[config.mk]
export PLATFORM = sky130hd
export DESIGN_NAME = pc_flow_controller
export DESIGN_NICKNAME = d
export VERILOG_FILES = /design/src/rtl/pc_flow_controller.sv
export SDC_FILE = /design/constraint.sdc
export NUM_CORES = 1
export LEC_CHECK = 0
export CORE_ASPECT_RATIO = 2
export CORE_MARGIN = 2
export CORE_UTILIZATION = 61
export CTS_CLUSTER_SIZE = 10
export DETAILED_ROUTE_END_ITERATION = 12
export GPL_TIMING_DRIVEN = 1
export HOLD_SLACK_MARGIN = 0.1
export PLACE_DENSITY = 0.91
export SYNTH_ARGS = -nofsm -noshare
export SYNTH_HDL_FRONTEND = slang
export SYNTH_SLANG_ARGS = --single-unit
[constraint.sdc]
create_clock -name clk -period 6.6 [get_ports clk]
set_input_delay 1.32 -clock clk [delete_from_list [all_inputs] [get_ports clk]]
set_output_delay 1.32 -clock clk [all_outputs]
set_load 0.01 [all_outputs]
[src/rtl/pc_flow_controller.sv]
// pc_flow_controller
//   Control-flow sequencer for the program counter. Each cycle it turns the decoded
//   control-flow op, zero flag and interrupt request into pc_enable/pc_sel/target_addr.
//   It owns the hardware return-address stack (CALL/RET) and single-level interrupt
//   entry/exit.
// Ports
//   clk, rst                 clock (rising edge), asynchronous active-high reset
//   stall, instr_valid       gate the cycle; when either blocks it, nothing moves
//   op, zero_flag            decoded control-flow op and ALU zero flag
//   branch_target, pc_in     decoded target and current PC
//   irq_req                  level interrupt request
//   pc_enable, pc_sel,
//   target_addr, irq_ack     combinational controls to the PC
//   in_isr, stack_overflow,
//   stack_underflow          registered status
module pc_flow_controller #(
  parameter int                ADDR_W      = 19,
  parameter int                STACK_DEPTH = 8,
  parameter logic [ADDR_W-1:0] IRQ_VECTOR  = 19'h00010
) (
  input  logic              clk,
  input  logic              rst,
  input  logic              stall,
  input  logic              instr_valid,
  input  logic [2:0]        op,
  input  logic              zero_flag,
  input  logic [ADDR_W-1:0] branch_target,
  input  logic [ADDR_W-1:0] pc_in,
  input  logic              irq_req,
  output logic              pc_enable,
  output logic [1:0]        pc_sel,
  output logic [ADDR_W-1:0] target_addr,
  output logic              irq_ack,
  output logic              in_isr,
  output logic              stack_overflow,
  output logic              stack_underflow
);

  localparam int IDX_W = $clog2(STACK_DEPTH);
  // sp needs one extra bit so that "full" (sp == STACK_DEPTH) is representable
  localparam int SP_W  = IDX_W + 1;
  localparam logic [SP_W-1:0] SP_FULL = SP_W'(STACK_DEPTH);
  localparam logic [SP_W-1:0] SP_ONE  = SP_W'(1);
  localparam logic [SP_W-1:0] SP_ZERO = SP_W'(0);

  typedef enum logic [0:0] {
    ST_RUN  = 1'b0,
    ST_HALT = 1'b1
  } state_t;

  state_t            state_r, state_nxt_s;
  logic [SP_W-1:0]   sp_r, isr_sp_r, sp_m1_s;
  logic              in_isr_r, ovf_r, unf_r;
  logic [ADDR_W-1:0] stack_r [0:STACK_DEPTH-1];
  logic [ADDR_W-1:0] top_s, push_val_s;
  logic              full_s, empty_s;
  logic              push_s, pop_s, set_isr_s, clr_isr_s, set_ovf_s, set_unf_s;

  assign sp_m1_s = sp_r - SP_ONE;
  assign full_s  = (sp_r == SP_FULL);
  assign empty_s = (sp_r == SP_ZERO);
  assign top_s   = stack_r[sp_m1_s[IDX_W-1:0]];

  assign in_isr          = in_isr_r;
  assign stack_overflow  = ovf_r;
  assign stack_underflow = unf_r;

  // Next-state and PC control decode; interrupt entry pre-empts the current op
  always_comb begin
    pc_enable   = 1'b0;
    pc_sel      = 2'b00;
    target_addr = {ADDR_W{1'b0}};
    irq_ack     = 1'b0;
    state_nxt_s = state_r;
    push_s      = 1'b0;
    pop_s       = 1'b0;
    push_val_s  = {ADDR_W{1'b0}};
    set_isr_s   = 1'b0;
    clr_isr_s   = 1'b0;
    set_ovf_s   = 1'b0;
    set_unf_s   = 1'b0;
    if (rst) begin
      pc_enable = 1'b0;
    end else if (state_r == ST_HALT) begin
      pc_enable = 1'b0;
    end else if (stall || !instr_valid) begin
      pc_enable = 1'b0;
    end else if (irq_req && !in_isr_r && !full_s) begin
      // Return address is the interrupted instruction itself: it was not executed
      pc_enable   = 1'b1;
      pc_sel      = 2'b11;
      target_addr = IRQ_VECTOR;
      irq_ack     = 1'b1;
      push_s      = 1'b1;
      push_val_s  = pc_in;
      set_isr_s   = 1'b1;
    end else begin
      pc_enable = 1'b1;
      case (op)
        3'b001: begin
          if (zero_flag) begin
            pc_sel      = 2'b01;
            target_addr = branch_target;
          end else begin
            pc_sel = 2'b00;
          end
        end
        3'b010: begin
          if (!zero_flag) begin
            pc_sel      = 2'b01;
            target_addr = branch_target;
          end else begin
            pc_sel = 2'b00;
          end
        end
        3'b011: begin
          pc_sel      = 2'b10;
          target_addr = branch_target;
        end
        3'b100: begin
          if (!full_s) begin
            pc_sel      = 2'b10;
            target_addr = branch_target;
            push_s      = 1'b1;
            push_val_s  = pc_in + ADDR_W'(1);
          end else begin
            pc_enable   = 1'b0;
            set_ovf_s   = 1'b1;
            state_nxt_s = ST_HALT;
          end
        end
        3'b101: begin
          if (!empty_s) begin
            pc_sel      = 2'b11;
            target_addr = top_s;
            pop_s       = 1'b1;
            // Popping the frame the interrupt pushed ends the handler
            if (in_isr_r && (sp_m1_s == isr_sp_r)) begin
              clr_isr_s = 1'b1;
            end else begin
              clr_isr_s = 1'b0;
            end
          end else begin
            pc_enable   = 1'b0;
            set_unf_s   = 1'b1;
            state_nxt_s = ST_HALT;
          end
        end
        default: begin
          pc_sel = 2'b00;
        end
      endcase
    end
  end

  // Control state: FSM, stack pointer, interrupt bookkeeping and sticky errors
  always_ff @(posedge clk or posedge rst) begin
    if (rst) begin
      state_r  <= ST_RUN;
      sp_r     <= SP_ZERO;
      isr_sp_r <= SP_ZERO;
      in_isr_r <= 1'b0;
      ovf_r    <= 1'b0;
      unf_r    <= 1'b0;
    end else begin
      state_r <= state_nxt_s;
      if (push_s) begin
        sp_r <= sp_r + SP_ONE;
      end else if (pop_s) begin
        sp_r <= sp_m1_s;
      end
      if (set_isr_s) begin
        in_isr_r <= 1'b1;
        isr_sp_r <= sp_r;
      end else if (clr_isr_s) begin
        in_isr_r <= 1'b0;
      end
      if (set_ovf_s) ovf_r <= 1'b1;
      if (set_unf_s) unf_r <= 1'b1;
    end
  end

  // Return-address storage; contents above sp are don't-care, so no reset
  always_ff @(posedge clk) begin
    if (push_s) begin
      stack_r[sp_r[IDX_W-1:0]] <= push_val_s;
    end
  end

endmodule

==> flow_metrics.tcl, run 1 <==
set metrics [dict create \
    grt_pass1_vias 4603 \
    setup-tns-final_ns 0 \
    design_area_um2 8740 \
    critical-path-top-delay-family "simple AND/OR/NAND/NOR gates" \
    timing.critical_path.slowest_cell_delay_ns 0.83 \
    via_per_inst 6.481 \
    die_width_um 81.16 \
    gpl.final_weighted_congestion 0.8928 \
    post_drt_wl_per_cell_um 24.44 \
    critical_path.most_common_cell "clkdlybuf4s50_1" \
    power.switching_fraction_pct 29.80 \
    worst_r2r_path_depth 7 \
    timing.reg2reg.setup_slack_ns 3.49 \
    cell_breakdown_of_the_critical_path "clkdlybuf4s50_1 > and2b_2 > o211ai_4 > nor2_2 > a22oi_1 > a21oi_1 > clkdlybuf4s50_1" \
    critical-path-slowest-cell "nor2_2" \
    total_via_count_after_detailed_routing 4459 \
    clock_tree.buffer_depth 2 \
    synth_ff_type "edfxtp_1" \
    postPlaceCellArea_um2 8182 \
    netlist_instances 450 \
    final_core_utilization_pct 74.69 \
    min_path_type "reg2reg" \
    post_route_cells_drive_above_1_share_pct 19.34 \
    postSynthNetCount 501 \
    sequential_power_share_pct 40.4 \
    syn_area_per_cell_um2 16.14 \
    p_leak_nw 2.849 \
    clkLatencyLatePin_ns 0.43 \
    numCtsBuffers 17 \
    synth_enable_flop_cells 152 \
    top_level_ports 73 \
    start_kind "input port" \
    tritoncts_clock_tree "yes" \
    antenna_found_initial 0 \
    grt_pass1_wl_um 25120 \
    route.final.wire_length_um 16810 \
    cts.hold.buffers_added 0 \
    synth.distinct_cells 53 \
    grt_overflow 0 \
    critical_path_peak_fanout 18 \
    first_pass_iters 4 \
    io_buffer_count 72 \
    initial_core_util_pct 62.07 \
    mappedNetlistArea_um2 7263 \
    core_ar_um2 11700 \
    grt_start_max_net_pins 51 \
    ys_seq_elements 164 \
    status "finished clean" \
    seq_area_frac_synth_pct 66.98 \
    place.detailed.instances 656 \
    antennaDiodeCount 0 \
    iteration_0_drc_markers 472 \
    min_period_ns 5.523 \
    numClockSinks 164 \
    antenna_left 0 \
    yosys_warnings 0 \
    whs_path_depth 1 \
    worst_ep_required_time_ns 5.28 \
    slew_headroom_pct 22.41 \
    power_per_cell_area_nw_per_um2 342.8 \
    timing_hold_violations_final 0 \
    mostFrequentLayoutCell "edfxtp_1" \
    clk_pin_slew_ns 0.06 \
    cp_data_arrival_time_ns 4.20 \
    p_clk_share_pct 31.1 \
    timing.final.setup_violations 0 \
    area_delta_synth_final_pct 20.33 \
    period_utilisation_layout_pct 83.67 \
    endpoint_kind "output pin" \
    comb_power_share_pct 28.5 \
    finalMaxSlewViolations 0 \
    max-vdd-ir-drop_mv 0.2580 \
    final.fill_count 628 \
    clockRootBuffer "clkbuf_16" \
    grt_setup_unrepaired "no" \
    height_of_the_chip_um 158.3 \
    fraction_of_registers_with_async_set_reset_pct 7.317 \
    fmax_mhz 181.1 \
    gr-usage-all-layers_pct 27.88 \
    htreeDepth 4 \
    place_hpwl_um 10250 \
    critical_path_depth 7 \
    fin_skew_ns 0.008265 \
    design.die.area_um2 12850 \
    p_int_w 0.002103 \
    final_net_count 581 \
    max-cap-violations 0 \
    drc_errors 0 \
    layoutNonFillerInstCount 688 \
    type_of_the_worst_setup_path "in2out" \
    core.rowCount 56 \
    layout.cells.most_common_list "152 x edfxtp_1, 72 x clkdlybuf4s50_1, 38 x mux4_2" \
    post_cts_resized 0 \
    worst_slew_pin_slew_ns 1.164 \
    cp_num_buf_inv 2 \
    cts_setup_buffers 0 \
    power.net_switching_w 0.0008929 \
]
-- power by group through the flow --
stage | combinational (W) | sequential [W] | clock [W]
6_report | 0.000855 | 0.00121 | 0.000932
5_1_grt | 0.000916 | 0.00121 | 0.000972
4_1_cts | 0.000861 | 0.00121 | 0.000931
3_5_place_dp | 0.000846 | 0.00123 | 0
3_3_place_gp | 0.000817 | 0.00123 | 0
2_1_floorplan | 0.000667 | 0.00121 | 0
-- logic make-up (layout without fill, tap and decap cells) --
| family | count (synthesis) | after routing | synth area share (%) |
|---|---|---|---|
| compound gates | 66 | 66 | 6.477 |
| xor+xnor | 24 | 24 | 2.894 |
| fa+ha+maj | 4 | 4 | 0.6891 |
| buf+inv | 31 | 124 | 2.119 |
| flops | 164 | 164 | 66.98 |
| mux | 43 | 43 | 12.51 |
| simple gates | 118 | 118 | 8.338 |
-- routing by layer --
layer  part of all wire, %  vias to the layer above  global-route usage (%)
li1                      -                     1937                       -
met3                   5.6                       52                   5.102
met5                     0                        -                       0
met2                    54                      255                   47.54
met4                   4.1                        0                   14.53
met1                    36                     2215                   33.35
-- stage by stage --
step	hold WS [ns]	power (W)	setup WS, ns
after floorplan	0.4704	0.001875	2.146
after global placement	0.4583	0.002042	1.191
after detailed placement	0.4799	0.002075	1.082
after CTS	0.4983	0.003000	1.034
after global routing	0.5168	0.003102	0.9245
final	0.5009	0.002996	1.077
-- cell usage after synthesis, types with 5 or more instances --
cell | count | area [um2]
nand4_1 | 10 | 62.56
nor4_1 | 5 | 31.28
nand3_1 | 9 | 45.04
clkbuf_1 | 10 | 37.54
dfrtp_1 | 12 | 300.3
o21ai_0 | 6 | 30.03
xnor2_1 | 14 | 122.6
inv_1 | 7 | 26.28
nand2_1 | 36 | 135.1
buf_2 | 8 | 40.04
edfxtp_1 | 152 | 4564
a22oi_1 | 19 | 142.6
a21oi_1 | 23 | 115.1
nor2_1 | 28 | 105.1
nor3_1 | 7 | 35.03
xor2_1 | 10 | 87.58
mux4_2 | 38 | 855.8
-- area by class of cell --
cell class	count	area, um2	share of cell area [%]
Inverter	7	26.28	0.3006
Tap cell	145	181.4	2.076
Multi-Input combinational cell	255	2290	26.20
Clock buffer	17	425.4	4.868
Sequential cell	164	4866	55.68
Clock inverter	15	132.6	1.518
Timing Repair Buffer	85	818.3	9.363
-- state kept, by name (all words and copies together), names as in the netlist --
name,flops
in_isr,1
isr_sp_r,4
sp_r,4
stack_overflow,1
stack_r,152
stack_underflow,1
state_r,1
-- worst paths after layout --
check	start	to
max reg2reg	sp_r[1]	in_isr
max	op[1]	target_addr[1]
min reg2reg	stack_overflow	stack_overflow
max in group asynchronous	rst	sp_r[0]
min	stack_overflow	stack_overflow
min in group asynchronous	rst	sp_r[0]
Power figures use the tool's default switching activity.
==> inputs of run 2 (changes only) <==
CORE_UTILIZATION = 57   (was 61)
PLACE_DENSITY = 0.86   (was 0.91)
clock period = 5.2 ns   (was 6.6 ns; I/O delays follow)
==> flow_metrics.tcl, run 2 (same netlist as run 1, synthesis figures left out) <==
set metrics [dict create \
    worst_ep_required_time_ns 4.16 \
    final.fill_count 812 \
    period_utilisation_layout_pct 92.19 \
    hp-start "stack_overflow" \
    timing_hold_violations_final 0 \
    timing.hold.ws_ns 0.4901 \
    design.die.area_um2 13720 \
    whs_path_depth 1 \
    total_via_count_after_detailed_routing 4440 \
    critical_path_peak_fanout 19 \
    min_period_ns 4.794 \
    worst_slew_pin_slew_ns 0.9832 \
    status "finished clean" \
    worst_r2r_path_depth 6 \
    post_cts_resized 0 \
    gpl.final_weighted_congestion 0.8422 \
    height_of_the_chip_um 163.6 \
    max-cap-violations 0 \
    core_ar_um2 12480 \
    post_route_cells_drive_above_1_share_pct 19.89 \
    max-vdd-ir-drop_mv 0.2770 \
    tritoncts_clock_tree "yes" \
    die_width_um 83.82 \
    number_of_flip_flops_under_the_largest_register_name 152 \
    antennaDiodeCount 0 \
    final_core_utilization_pct 70.55 \
    clkLatencyLatePin_ns 0.41 \
    fin_skew_ns 0.007463 \
    gr-usage-all-layers_pct 24.61 \
    mostFrequentLayoutCell "edfxtp_1" \
    crit_start "op[0]" \
    grt_pass1_vias 4623 \
    endpoint_kind "output pin" \
    setup-tns-final_ns 0 \
    start_kind "input port" \
    r2r_start "sp_r[1]" \
    initial_core_util_pct 58.19 \
    first_pass_iters 6 \
    r2r-end "stack_r[3][15]" \
    cp_data_arrival_time_ns 3.75 \
    fmax_mhz 208.6 \
    post_drt_wl_per_cell_um 23.17 \
    clockRootBuffer "clkbuf_16" \
    layout.area.seq_um2 4866 \
    clock_tree.buffer_depth 2 \
    whs_endpoint "stack_overflow" \
    iteration_0_drc_markers 471 \
    type_of_the_worst_setup_path "in2out" \
    numClockSinks 164 \
    final_net_count 586 \
    cts_setup_buffers 0 \
    numCtsBuffers 17 \
    min_path_type "reg2reg" \
    place_hpwl_um 10190 \
    drc_errors 0 \
    p_leak_nw 2.887 \
    area_delta_synth_final_pct 21.24 \
    multi_input_area_um2 2290 \
    clk_pin_slew_ns 0.06 \
    grt_setup_unrepaired "no" \
    core.rowCount 58 \
    timing.final.setup_violations 0 \
    power_per_cell_area_nw_per_um2 437.3 \
    io_buffer_count 72 \
    via_per_inst 6.361 \
    antenna_left 0 \
    htreeDepth 4 \
    finalMaxSlewViolations 0 \
    layout.cells.most_common_list "152 x edfxtp_1, 72 x clkdlybuf4s50_1, 38 x mux4_2" \
    route.final.wire_length_um 16170 \
    grt_start_max_net_pins 51 \
    grt_pass1_wl_um 24870 \
    cts.hold.buffers_added 0 \
    grt_overflow 0 \
    timing.reg2reg.setup_slack_ns 2.35 \
    top_level_ports 73 \
    antenna_found_initial 0 \
    slew_headroom_pct 34.45 \
]
## run 2: how the worst max path moves through the flow
stage | slack (ns) | to
after global routing | 0.29 | target_addr[15]
after detailed placement | 0.48 | target_addr[16]
after CTS | 0.43 | target_addr[15]
final | 0.41 | target_addr[15]
after floorplan | 1.01 | stack_r[3][0]
after global placement | 0.52 | target_addr[4]
## run 2: power by group
group	leakage (nW)	total, W	switching (W)	internal, W
Combinational	1.05	0.00110	0.000550	0.000552
Clock	0.270	0.00121	0.000487	0.000722
Sequential	1.57	0.00154	0.0000581	0.00148
## run 2: area by class of cell
| cell class | count | area share (%) |
|---|---|---|
| Tap cell | 150 | 2.131 |
| Clock inverter | 11 | 1.478 |
| Multi-Input combinational cell | 255 | 26.00 |
| Inverter | 7 | 0.2984 |
| Timing Repair Buffer | 90 | 9.719 |
| Sequential cell | 164 | 55.26 |
| Clock buffer | 21 | 5.115 |
## run 2: worst max-delay path: stages
cell             delay [ns]
clkdlybuf4s50_1        0.61
nor3b_4                0.38
nand2_1                0.29
o21ai_2                0.46
nand2_1                0.17
a21oi_1                0.20
clkdlybuf4s50_1        0.58
## run 2: per-stage QoR
stage          setup WS [ns]  cell area (um2)  cells  total power (W)
2_1_floorplan          1.014             7263    450         0.002379
3_3_place_gp          0.5228             8225    666         0.002620
3_5_place_dp          0.4823             8225    666         0.002664
4_1_cts               0.4263             8806    698         0.003867
5_1_grt               0.2915             8806    698         0.003990
6_report              0.4061             8806    698         0.003850
## run 2: per-layer routing
layer	global-route usage, %	share of wire, %	vias to the layer above
li1	-	-	1950
met1	28.30	36	2213
met2	43.56	55	234
met3	4.346	5.8	43
met4	13.05	3.4	0
met5	0	0	-
==> inputs of run 3 (changes only) <==
PLACE_DENSITY = default   (was 0.86)
PLACE_DENSITY_LB_ADDON = 0.12   (was default)
==> flow_metrics.tcl, run 3 (same netlist as run 1, synthesis figures left out) <==
set metrics [dict create \
    critical-path-top-delay-family "buffers and inverters" \
    fmax_mhz 214.8 \
    type_of_the_worst_setup_path "in2out" \
    layout.area.seq_um2 4866 \
    status "finished clean" \
    via_per_inst 6.267 \
    final.fill_count 802 \
    endpoint_kind "output pin" \
    slew_headroom_pct 36.39 \
    p_leak_nw 2.930 \
    power_per_cell_area_nw_per_um2 440.8 \
    sequential_power_share_pct 39.2 \
    dp_slack_ns 0.5420 \
    place_hpwl_um 10660 \
    post_route_cells_drive_above_1_share_pct 20.69 \
    grt_overflow 0 \
    core.rowCount 58 \
    final_net_count 589 \
    cts_setup_buffers 0 \
    worst_slew_pin_slew_ns 0.9542 \
    timing.critical_path.slowest_cell_delay_ns 0.63 \
    p_clk_share_pct 32.5 \
    antenna_found_initial 0 \
    layout.cells.most_common_list "152 x edfxtp_1, 72 x clkdlybuf4s50_1, 38 x mux4_2" \
    gpl.final_weighted_congestion 0.8154 \
    layoutNonFillerInstCount 701 \
    htreeDepth 4 \
    clkLatencyLatePin_ns 0.42 \
    worst_ep_required_time_ns 4.16 \
    max-vdd-ir-drop_mv 0.5434 \
    grt_pass1_wl_um 25430 \
    final_critical_path_setup_slack_ns 0.5449 \
    iteration_0_drc_markers 351 \
    whs_endpoint "stack_overflow" \
    min_path_type "reg2reg" \
    hp-start "stack_overflow" \
    grt_start_max_net_pins 51 \
    grt_pass1_vias 4547 \
    route.final.wire_length_um 16430 \
    gr-usage-all-layers_pct 25.27 \
    grt_setup_unrepaired "no" \
    antennaDiodeCount 0 \
    cts.hold.buffers_added 0 \
    timing.final.setup_violations 0 \
    top_level_ports 73 \
    post_drt_wl_per_cell_um 23.43 \
    period_utilisation_layout_pct 89.52 \
    post_cts_resized 0 \
    drc_errors 0 \
    cell_breakdown_of_the_critical_path "clkdlybuf4s50_1 > and2b_2 > o211ai_4 > nor2_2 > buf_4 > a22oi_1 > a21oi_1 > clkdlybuf4s50_1" \
    clk_pin_slew_ns 0.07 \
    timing.reg2reg.setup_slack_ns 2.35 \
    whs_path_depth 1 \
    timing_hold_violations_final 0 \
    postPlaceCellArea_um2 8248 \
    power.switching_fraction_pct 30.47 \
    p_int_w 0.002714 \
    area_delta_synth_final_pct 21.93 \
    comb_power_share_pct 28.3 \
    antenna_left 0 \
    critical_path_peak_fanout 11 \
    finalMaxSlewViolations 0 \
    setup-tns-final_ns 0 \
    r2r-end "stack_r[6][15]" \
    design.die.area_um2 13720 \
    cp_num_buf_inv 3 \
    mostFrequentLayoutCell "edfxtp_1" \
    multi_input_area_um2 2290 \
    height_of_the_chip_um 163.6 \
    r2r_start "sp_r[1]" \
    clockRootBuffer "clkbuf_16" \
    clock_tree.buffer_depth 2 \
    tritoncts_clock_tree "yes" \
    first_pass_iters 5 \
    io_buffer_count 72 \
    worst_r2r_path_depth 7 \
    start_kind "input port" \
    critical_path.most_common_cell "clkdlybuf4s50_1" \
    design_area_um2 8856 \
    numClockSinks 164 \
    initial_core_util_pct 58.19 \
    fin_skew_ns 0.01097 \
    total_via_count_after_detailed_routing 4393 \
    max-cap-violations 0 \
    numCtsBuffers 17 \
    power.net_switching_w 0.001189 \
    die_width_um 83.82 \
    cp_data_arrival_time_ns 3.62 \
    place.detailed.instances 669 \
    number_of_flip_flops_under_the_largest_register_name 152 \
    min_period_ns 4.655 \
    critical-path-slowest-cell "clkdlybuf4s50_1" \
    core_ar_um2 12480 \
]
## run 3: metrics by stage
step                      utilization, %  power [W]  hold WS, ns
final                              70.95   0.003904       0.4940
after global routing               70.95   0.004050       0.5064
after CTS                          70.95   0.003930       0.4950
after detailed placement           66.08   0.002671       0.4731
after global placement             66.08   0.002662       0.4741
after floorplan                        -   0.002379       0.4704
## run 3: power by group through the flow
stage          registers, W  logic (W)  clock network [W]
3_3_place_gp        0.00156    0.00111                  0
6_report            0.00153    0.00110            0.00127
5_1_grt             0.00154    0.00118            0.00133
3_5_place_dp        0.00156    0.00111                  0
2_1_floorplan       0.00153   0.000847                  0
4_1_cts             0.00153    0.00112            0.00128
## run 3: worst max path at each step
| stage | from | end | slack [ns] | depth (start not counted) |
|---|---|---|---|---|
| final | op[2] | target_addr[10] | 0.54 | 8 |
| after global routing | op[2] | target_addr[8] | 0.37 | 8 |
| after CTS | op[2] | target_addr[17] | 0.55 | 8 |
| after detailed placement | op[2] | target_addr[17] | 0.54 | 8 |
| after global placement | op[2] | target_addr[13] | 0.58 | 8 |
| after floorplan | sp_r[0] | stack_r[3][0] | 1.01 | 10 |
## run 3: cell type report
cell class	count	share of cell area, %
inverters	7	0.2967
flip-flops and latches	164	54.94
multi-input cells	255	25.85
repair buffers	93	9.918
well taps	150	2.119
clock buffers	17	4.804
clock inverters	15	2.063
## run 3: metal layers
layer	wire, um	vias to the layer above	track usage (%)
li1	-	1956	-
met1	6185	2250	31.21
met2	9256	166	46.22
met3	784	21	3.941
met4	201	0	6.745
met5	0	-	0
